`src/rtl/tx_polyphase_fir_pkg.sv`:
```
`default_nettype none
// ============================================================================
// Module      : tx_polyphase_fir_pkg
// Description : Shared symbol encoding, width helpers and quantiser constants
//               for the polyphase transmit pulse-shaping filter.
// Revision    : 1.0 - initial release
// ============================================================================
package tx_polyphase_fir_pkg;

    // Each tap holds a mapped symbol; SYM_ZERO is the underrun filler.
    typedef enum logic [1:0] {
        SYM_ZERO = 2'b00,
        SYM_POS  = 2'b01,
        SYM_NEG  = 2'b11
    } sym_t;

    localparam logic c_BIT_POS = 1'b0;

    function automatic int clog2(input int value);
        int r;
        r = 1;
        for (int i = 1; i < 31; i++) begin
            if ((1 << i) < value) r = i + 1;
        end
        return r;
    endfunction

    function automatic int acc_width(input int nb_coeff, input int nbauds);
        return nb_coeff + clog2(nbauds) + 1;
    endfunction

    function automatic int quant_drop(input int nbf_coeff, input int nbf_output);
        return nbf_coeff - nbf_output;
    endfunction

    function automatic sym_t map_sym(input logic valid, input logic bit_in);
        if (!valid) return SYM_ZERO;
        return (bit_in == c_BIT_POS) ? SYM_POS : SYM_NEG;
    endfunction

endpackage
`default_nettype wire

```
`src/rtl/tx_fir_quant.sv`:
```
`default_nettype none
// ============================================================================
// Module      : tx_fir_quant
// Description : Round-half-up LSB drop followed by saturation to NB_OUT bits.
// Revision    : 1.0 - initial release
// ============================================================================
module tx_fir_quant #(
    parameter int NB_IN  = 12,
    parameter int NB_OUT = 8,
    parameter int N_DROP = 0
) (
    input  logic signed [NB_IN-1:0]  i_data,
    output logic signed [NB_OUT-1:0] o_data
);
    localparam logic signed [NB_IN:0] c_MAX = (NB_IN+1)'((1 << (NB_OUT-1)) - 1);
    localparam logic signed [NB_IN:0] c_MIN = ~c_MAX;

    logic signed [NB_IN:0] w_ext;
    logic signed [NB_IN:0] w_rnd;

    // One guard bit keeps the rounding add from wrapping.
    assign w_ext = {i_data[NB_IN-1], i_data};

    if (N_DROP > 0) begin : g_round
        localparam logic signed [NB_IN:0] c_HALF = (NB_IN+1)'(1 << (N_DROP-1));
        logic signed [NB_IN:0] w_sum;
        assign w_sum = w_ext + c_HALF;
        assign w_rnd = w_sum >>> N_DROP;
    end else begin : g_pass
        assign w_rnd = w_ext;
    end

    always_comb begin
        if (w_rnd > c_MAX)      o_data = c_MAX[NB_OUT-1:0];
        else if (w_rnd < c_MIN) o_data = c_MIN[NB_OUT-1:0];
        else                    o_data = w_rnd[NB_OUT-1:0];
    end

endmodule
`default_nettype wire

```
`src/rtl/tx_polyphase_fir.sv`:
```
`default_nettype none
// ============================================================================
// Module      : tx_polyphase_fir
// Description : Multi-channel polyphase interpolating FIR for +/-1 symbols
//               with a writable shared coefficient bank.
// Revision    : 1.0 - initial release
// ============================================================================
module tx_polyphase_fir
    import tx_polyphase_fir_pkg::*;
#(
    parameter int NB_OUTPUT  = 8,
    parameter int NBF_OUTPUT = 6,
    parameter int NB_COEFF   = 8,
    parameter int NBF_COEFF  = 6,
    parameter int NBAUDS     = 6,
    parameter int OS         = 4,
    parameter int NCH        = 2
) (
    input  logic                        clock,
    input  logic                        i_reset,
    input  logic                        i_enable,
    input  logic                        i_valid,
    input  logic [NCH-1:0]              i_sym,
    output logic                        o_ready,
    input  logic                        i_coeff_we,
    input  logic [clog2(NBAUDS*OS)-1:0] i_coeff_addr,
    input  logic [NB_COEFF-1:0]         i_coeff_data,
    output logic [NCH*NB_OUTPUT-1:0]    o_data,
    output logic                        o_valid,
    output logic [clog2(OS)-1:0]        o_phase,
    output logic                        o_underrun
);
    localparam int c_NTAPS  = NBAUDS * OS;
    localparam int c_ADDR_W = clog2(c_NTAPS);
    localparam int c_PH_W   = clog2(OS);
    localparam int c_ACC_W  = acc_width(NB_COEFF, NBAUDS);
    localparam int c_DROP   = quant_drop(NBF_COEFF, NBF_OUTPUT);
    localparam logic [c_PH_W-1:0] c_LAST_PH = c_PH_W'(OS - 1);

    logic signed [NB_COEFF-1:0] r_coeff [c_NTAPS];
    sym_t                       r_taps  [NCH][NBAUDS];
    logic [c_PH_W-1:0]          r_phase;
    logic                       r_underrun;
    logic [NCH*NB_OUTPUT-1:0]   r_data;
    logic                       r_valid;
    logic [c_PH_W-1:0]          r_out_phase;

    logic                       w_last;
    logic                       w_wrap;
    logic                       w_coeff_wr;
    logic signed [NB_COEFF-1:0] w_phase_coeff [NBAUDS];
    logic [NCH*NB_OUTPUT-1:0]   w_q;

    assign w_last     = (r_phase == c_LAST_PH);
    assign w_wrap     = i_enable && w_last;
    assign w_coeff_wr = i_coeff_we && (32'(i_coeff_addr) < 32'(c_NTAPS));

    // Sub-filter for the current phase: h[k*OS + p], shared by all channels.
    for (genvar k = 0; k < NBAUDS; k++) begin : g_tap
        assign w_phase_coeff[k] = r_coeff[c_ADDR_W'(k * OS) + c_ADDR_W'(r_phase)];
    end

    for (genvar c = 0; c < NCH; c++) begin : g_ch
        logic signed [c_ACC_W-1:0] w_acc;

        always_comb begin
            w_acc = '0;
            for (int k = 0; k < NBAUDS; k++) begin
                case (r_taps[c][k])
                    SYM_POS: w_acc = w_acc + c_ACC_W'(w_phase_coeff[k]);
                    SYM_NEG: w_acc = w_acc - c_ACC_W'(w_phase_coeff[k]);
                    default: ;
                endcase
            end
        end

        tx_fir_quant #(
            .NB_IN  (c_ACC_W),
            .NB_OUT (NB_OUTPUT),
            .N_DROP (c_DROP)
        ) u_quant (
            .i_data (w_acc),
            .o_data (w_q[c*NB_OUTPUT +: NB_OUTPUT])
        );
    end

    always_ff @(posedge clock) begin
        if (!i_reset) begin
            r_phase     <= '0;
            r_underrun  <= 1'b0;
            r_data      <= '0;
            r_valid     <= 1'b0;
            r_out_phase <= '0;
            for (int n = 0; n < c_NTAPS; n++) r_coeff[n] <= '0;
            for (int c = 0; c < NCH; c++) begin
                for (int k = 0; k < NBAUDS; k++) r_taps[c][k] <= SYM_ZERO;
            end
        end else begin
            r_valid <= i_enable;
            if (i_enable) begin
                r_phase     <= w_last ? '0 : r_phase + 1'b1;
                r_data      <= w_q;
                r_out_phase <= r_phase;
            end
            // The wrap output above still uses the pre-shift history.
            if (w_wrap) begin
                for (int c = 0; c < NCH; c++) begin
                    for (int k = NBAUDS - 1; k > 0; k--) r_taps[c][k] <= r_taps[c][k-1];
                    r_taps[c][0] <= map_sym(i_valid, i_sym[c]);
                end
                if (!i_valid) r_underrun <= 1'b1;
            end
            if (w_coeff_wr) r_coeff[i_coeff_addr] <= i_coeff_data;
        end
    end

    assign o_ready    = w_last;
    assign o_data     = r_data;
    assign o_valid    = r_valid;
    assign o_phase    = r_out_phase;
    assign o_underrun = r_underrun;

endmodule
`default_nettype wire

```
`config.mk`:
```
export PLATFORM = sky130hd
export DESIGN_NAME = tx_polyphase_fir
export DESIGN_NICKNAME = d
export VERILOG_FILES = /design/src/rtl/tx_polyphase_fir_pkg.sv /design/src/rtl/tx_fir_quant.sv /design/src/rtl/tx_polyphase_fir.sv
export SDC_FILE = /design/constraint.sdc
export NUM_CORES = 1
export LEC_CHECK = 0
export CORE_ASPECT_RATIO = 1.5
export CORE_UTILIZATION = 30
export CTS_BUF_LIST = sky130_fd_sc_hd__clkbuf_16
export DETAILED_ROUTE_END_ITERATION = 8
export GPL_ROUTABILITY_DRIVEN = 0
export PLACE_DENSITY = 0.52
export SETUP_SLACK_MARGIN = 0.5
export SYNTH_ARGS = -nofsm -noshare
export SYNTH_HDL_FRONTEND = slang
export SYNTH_SLANG_ARGS = --single-unit
```
`constraint.sdc`:
```
create_clock -name clock -period 10.5 [get_ports clock]
set_input_delay 1.05 -clock clock [delete_from_list [all_inputs] [get_ports clock]]
set_output_delay 1.05 -clock clock [all_outputs]
set_load 0.02 [all_outputs]
```
[Word level (Yosys, flattened, before mapping)]
Memories as Yosys holds them, arrays and structs flattened. A register that Yosys moved wholly into a read port is not among the register bits.
Index checks and enable logic that the tools add are counted.
Storage, ports and cells
  register bits after elaboration: 22
  memories kept: 2
  bits in writable memories: 216
  logic and storage cells: 134
Cells by class
  multiplexer cells: 53
  reduce and logical (&&, ||, !) cells: 4
  bitwise logic cells: 13
  add/sub/neg operators: 27
  magnitude comparators: 5
  equal/unequal tests: 25
Memories
  r_coeff: words 24, bits a word 8, rd ports 6, clocked after Yosys merged registers in 1, write ports 24, RTL line tx_polyphase_fir.sv:40  | logic signed [NB_COEFF-1:0] r_coeff [c_NTAPS];
  r_taps: words 2, bits a word 12, rd ports 2, clocked after Yosys merged registers in 0, write ports 2, RTL line tx_polyphase_fir.sv:41  | sym_t r_taps [NCH][NBAUDS];
Operators with widths (count)
  $pmux 12 s2: 12
  $add 12x8->12: 10
  $sub 12x8->12: 10
  $mux 2: 22
  $mux 8: 5
  $eq 2x2->1 const B: 13
  $eq 2x1->1 const B: 12
  $gt 12x8->1 const B: 2
  $lt 12x8->1 const B: 2
  $mux 5: 3
  $or 1x1->1: 12
  $mux 1: 11
  $add 4x2->5 const A: 2
  $add 5x2->5 const A: 2
  $sub 1x8->9 const A: 1
  $reduce_or 8->1: 1
  $lt 5x5->1 const B: 1
  $add 3x2->4 const A: 1
  $add 2x1->2 const B: 1
  $logic_and 1x1->1: 2
  $reduce_and 2->1: 1
  $not 1->1: 1

[Longest topological paths before layout]
  depth in word-level cells: 15
  gate-level depth with buffers: 46
  gate-level depth less buffers: 44

[By module]
A second synthesis with hierarchy kept.
Unflattened totals
  cell total of the unflattened synthesis: 1984
  area, all modules: 19346.1 um^2
By module, submodules not included
  tx_polyphase_fir: cells an instance 1926, area an instance 18925.7 um^2, times used 1
  tx_fir_quant: cells an instance 29, area an instance 210.2 um^2, times used 2

[Least setup slack after synthesis]
OpenSTA, ideal clock, no wires.
  kind: flip-flop to flip-flop
  start: register r_phase[0]
  end: register r_data[3], in the netlist o_data[3]
  data arrival time: 9.318 ns
  clock period less this slack: 9.435 ns
  path slack: 1.065 ns
  stages on the path, launching flop included: 44
  data required time: 10.383 ns
  library setup time: 0.117 ns
  cells stage by stage: dfxtp_1 -> buf_2 -> buf_6 -> buf_2 -> buf_1 -> mux4_2 -> inv_1 -> ha_1 -> a21oi_1 -> xnor2_1 -> ha_1 -> a211o_1 -> nand2_1 -> xnor2_1 -> nand2_1 -> xnor2_1 -> ha_1 -> a31o_2 -> (+8 left out) -> nor4_2 -> xnor2_1 -> ha_1 -> o21ba_2 -> a21bo_1 -> o21ai_0 -> xnor2_1 -> o21bai_1 -> ha_1 -> o21ai_0 -> a21oi_1 -> a21oi_1 -> a311oi_1 -> xnor2_1 -> xnor3_1 -> a41oi_1 -> nor2b_1 -> a32o_1
Between the ends
  longest elaborated chain between the ends: 15
  elaborated cells on any way between the ends: 25
RTL lines
  start: declaration: RTL line tx_polyphase_fir.sv:42  | logic [c_PH_W-1:0] r_phase;
  start signal: assignment: RTL line tx_polyphase_fir.sv:101  | r_phase <= w_last ? '0 : r_phase + 1'b1;
  $add 3x2->4: RTL line tx_polyphase_fir.sv:60  | assign w_phase_coeff[k] = r_coeff[c_ADDR_W'(k * OS) + c_ADDR_W'(r_phase)];
  $mem_v2 24x8 *
  $sub 12x8->12 or $add 12x8->12 (tied branches): RTL line tx_polyphase_fir.sv:71, tx_polyphase_fir.sv:70
  $pmux 12 s2: RTL line tx_polyphase_fir.sv:69  | case (r_taps[c][k])
  $sub 12x8->12 or $add 12x8->12 (tied branches): RTL line tx_polyphase_fir.sv:71, tx_polyphase_fir.sv:70
  $pmux 12 s2: RTL line tx_polyphase_fir.sv:69
  $sub 12x8->12 or $add 12x8->12 (tied branches): RTL line tx_polyphase_fir.sv:71, tx_polyphase_fir.sv:70
  $pmux 12 s2: RTL line tx_polyphase_fir.sv:69
  $sub 12x8->12 or $add 12x8->12 (tied branches): RTL line tx_polyphase_fir.sv:71, tx_polyphase_fir.sv:70
  $pmux 12 s2: RTL line tx_polyphase_fir.sv:69
  $sub 12x8->12 or $add 12x8->12 (tied branches): RTL line tx_polyphase_fir.sv:71, tx_polyphase_fir.sv:70
  $pmux 12 s2 *: RTL line tx_polyphase_fir.sv:69
  $lt 12x8->1: RTL line tx_fir_quant.sv:35  | else if (w_rnd < c_MIN) o_data = c_MIN[NB_OUT-1:0];
  $mux 8: RTL line tx_fir_quant.sv:35
  $mux 8 *: RTL line tx_fir_quant.sv:34  | if (w_rnd > c_MAX) o_data = c_MAX[NB_OUT-1:0];
  end signal: assignment: RTL line tx_polyphase_fir.sv:102  | r_data <= w_q;
  end: declaration: RTL line tx_polyphase_fir.sv:44  | logic [NCH*NB_OUTPUT-1:0] r_data;
Mark *: on every way between the ends. The rest lies on a longest branch, timed or not.
A chain may end at the register's enable or synchronous reset.

==> impl_metrics.csv <==
group,metric,value,unit
flow_run,max_cap_viol_count,0,
grt,grt_first_pass_wirelength,81400,um
floorplanning,rows,112,
finish,drive_gt1_share,9.51,%
clocking,max-clock-path-buffers,3,
logic_synthesis,yosysMostFrequentCell,"and2_1",
logic_synthesis,synth.area.mux_share,8.78,%
worst_setup_path,cp.arrival,9860,ps
finish,fin_util,33.9,%
timing,fin_crit_sh,89.7,%
floorplanning,die_x,207,um
floorplanning,fp.coreArea,62400,um^2
worst_setup_path,rr_endpoint,"o_data[3]",
hold_path,hold_depth,2,
worst_setup_path,cp-end-kind,"flip-flop",
worst_setup_path,worstSetupPathType,"flip-flop to flip-flop",
worst_setup_path,reg2regPathDepth,42,
hold_path,min_from,"o_underrun",
floorplanning,start_util,30.4,%
timing,min_period,9420,ps
logic_synthesis,synth_area_leaders,"edfxtp_1 34%, and2_1 7.3%, ha_1 6.9%",
drt,drtIter0Drc,973,
pwr,p_leak,8.23,nW
clocking,root_buffer,"clkbuf_16",
worst_setup_path,cpMaxStageDelayCell,"mux4_2",
logic_synthesis,yosys_warnings,0,
finish,ff_latch_area,6950,um^2
clocking,htree_levels,1,
timing,fmax,0.106,GHz
logic_synthesis,postSynthCellCount,1935,
clocking,clk_latency,540,ps
worst_setup_path,cp-start-kind,"flip-flop",
timing,setup-tns-final,0,ps
logic_synthesis,synth-seq-cells,240,
finish,area_growth,11.7,%
worst_setup_path,cp.required,10940,ps
clocking,clock_sinks,240,
logic_synthesis,yosys.area_share.simple,19.7,%
worst_setup_path,reg2reg_slack,1080,ps
logic_synthesis,synth.net_count,2070,
floorplanning,ioPinCount,41,
timing,rsz0062_at_grt,"true",
logic_synthesis,syn_area,18900,um^2
timing,drv_slew,0,
logic_synthesis,synth-xor-area-share,8.34,%
drt,vias,14400,
logic_synthesis,synth_top_family_by_area,"simple AND/OR/NAND/NOR gates",
logic_synthesis,synth_top_flop_cell,"edfxtp_1",
finish,nNetsFinal,2094,
placement,placedCellCount,2727,
hold_path,min_path_type,"flip-flop to flip-flop",
finish,nFillCells,6247,
finish,multi_input_area,11400,um^2
drt,final_antenna_net_count,0,
logic_synthesis,synthAdderAreaFrac,8.26,%
logic_synthesis,synth-compound-area-share,14.7,%
drt,drc_errors,0,
grt,groute.usage.overall,16.1,%
timing,slew_headroom,17.9,%
timing,skew,23.7,ps
timing,worstMarginPinSlew,1220,ps
logic_synthesis,synth_top_area_cell,"edfxtp_1",
worst_setup_path,critPathMaxFanout,11,
logic_synthesis,synth_cell_types,96,
logic_synthesis,synth_edf_count,214,
pwr,peakVddDrop,0.123,mV
grt,grt_max_degree,49,
worst_setup_path,max_stage_delay,590,ps
grt,grt_overflow,0,
clocking,clkTransAtPathRegs,70,ps
clocking,cts_inserted_buffers,24,
finish,fin_cells,2776,
logic_synthesis,yosysTopAreaCellShare,33.9,%
clocking,cts_tree,"done",
logic_synthesis,syn_avg_cell_area,9.79,um^2
drt,wl,51900,um
pwr,pwr_density_cell,212,nW/um^2
floorplanning,die_y,310,um
placement,port_buffers,40,
timing,finalHoldViolCount,0,
grt,antenna_found_initial,0,
logic_synthesis,yosysSeqAreaShare,36.7,%
drt,post_drt_wl_per_cell,18.7,um
hold_path,min_to,"o_underrun",
timing,setup_viol,0,
logic_synthesis,synthTopCellsByCount,"220 x and2_1, 214 x edfxtp_1, 150 x nor2_1",
clocking,postCtsHoldBufs,0,
drt,drt-vias-per-instance,5.19,
logic_synthesis,async_flop_share,0,%
grt,grt_pass1_vias,14800,
outcome,outcome,"finished, final reports clean",
floorplanning,die-area,64200,um^2
drt,drt_pass1_iterations,5,
placement,place_hpwl,40300,um
-- cell families (layout without fill, tap and decap cells) --
| kind of cell | Yosys count | count (layout) |
|---|---|---|
| xor+xnor | 173 | 173 |
| simple gates | 708 | 708 |
| flops | 240 | 240 |
| other cells | 0 | 1 |
| mux | 102 | 102 |
| fa+ha+maj | 120 | 120 |
| compound gates | 418 | 418 |
| buf+inv | 174 | 216 |
-- worst max path at each step --
stage                           from          to  cells past startpoint
after global routing       flip-flop   o_data[3]                     43
final                      flip-flop   o_data[3]                     42
after floorplan           r_phase[0]   o_data[3]                     43
after global placement     flip-flop  o_data[14]                     43
after CTS                  flip-flop   o_data[8]                     43
after detailed placement   flip-flop  o_data[14]                     43
-- power breakdown --
part           leakage, nW  internal, mW  switching (mW)
sequential            2.27          1.11          0.0417
clock                0.388         0.487           0.394
combinational         5.57          1.07            1.39
-- sequential cells by signal (all words and copies together), names as in the netlist, named ones only --
signal	cells
o_data	16
r_taps	24
r_phase	2
o_valid	1
o_underrun	1
r_coeff	192
o_phase	2
-- per-stage QoR --
| step | hold WS (ps) | cell area, um^2 | worst slack (ps) | power [mW] |
|---|---|---|---|---|
| after floorplan | 509 | 18900 | 1060 | 3.04 |
| after global placement | 448 | 20300 | 847 | 3.54 |
| after detailed placement | 452 | 20300 | 638 | 3.60 |
| after CTS | 468 | 21000 | 618 | 4.50 |
| after global routing | 494 | 21200 | 498 | 4.83 |
| final | 463 | 21200 | 1080 | 4.50 |
-- critical path: cells and delay by family, from the launching register on --
family	cells	cell delay (ps)
AOI/OAI and AO/OA	16	2840
xor gates and xnor gates	6	1220
adders and majority gates	6	1960
buffers and inverters	2	260
DFF	1	390
muxes	1	590
and+or+nand+nor	11	2070
-- repair_timing --
action | 4_1_cts | 5_1_grt
buffers inserted | 0 | 4
endpoints found under the setup margin | 0 | 16
gates resized for setup | 0 | 21
-- layout make-up --
| type | instances | area share, % |
|---|---|---|
| multi-input cells | 1521 | 53.9 |
| flip-flops and latches | 240 | 32.8 |
| well taps | 798 | 4.72 |
| repair buffers | 75 | 3.11 |
| clock buffers | 25 | 2.96 |
| inverters | 97 | 1.72 |
| clock inverters | 19 | 0.786 |
| diodes | 1 | 0.0118 |
-- metal layers --
metal  global-route usage (%)  up-vias  wire length [um]
met5                        0        -                 0
met4                     6.82        0              2040
met3                     1.28       99              1220
met2                     32.2      267             28300
met1                     17.2     6998             20300
li1                         -     7053                 -
-- cell usage in the layout, fill, tap and decap left out, types with 12 or more instances in the layout --
master / n
nor2_1: 150
xnor2_1: 106
a211oi_1: 15
a21oi_1: 115
mux2i_1: 33
nor3_1: 25
nand3_1: 20
a21o_1: 40
edfxtp_1: 214
buf_4: 35
nand2_1: 145
inv_1: 96
a31oi_1: 16
dfxtp_1: 22
o21bai_1: 14
xor2_1: 57
or3_1: 12
o21ai_0: 96
ha_1: 104
nor2b_1: 31
mux2_2: 20
clkbuf_16: 25
clkdlybuf4s50_1: 39
nand3b_1: 15
and2_1: 220
nand2b_1: 29
mux4_2: 49
(Power assumes the default switching activity.)
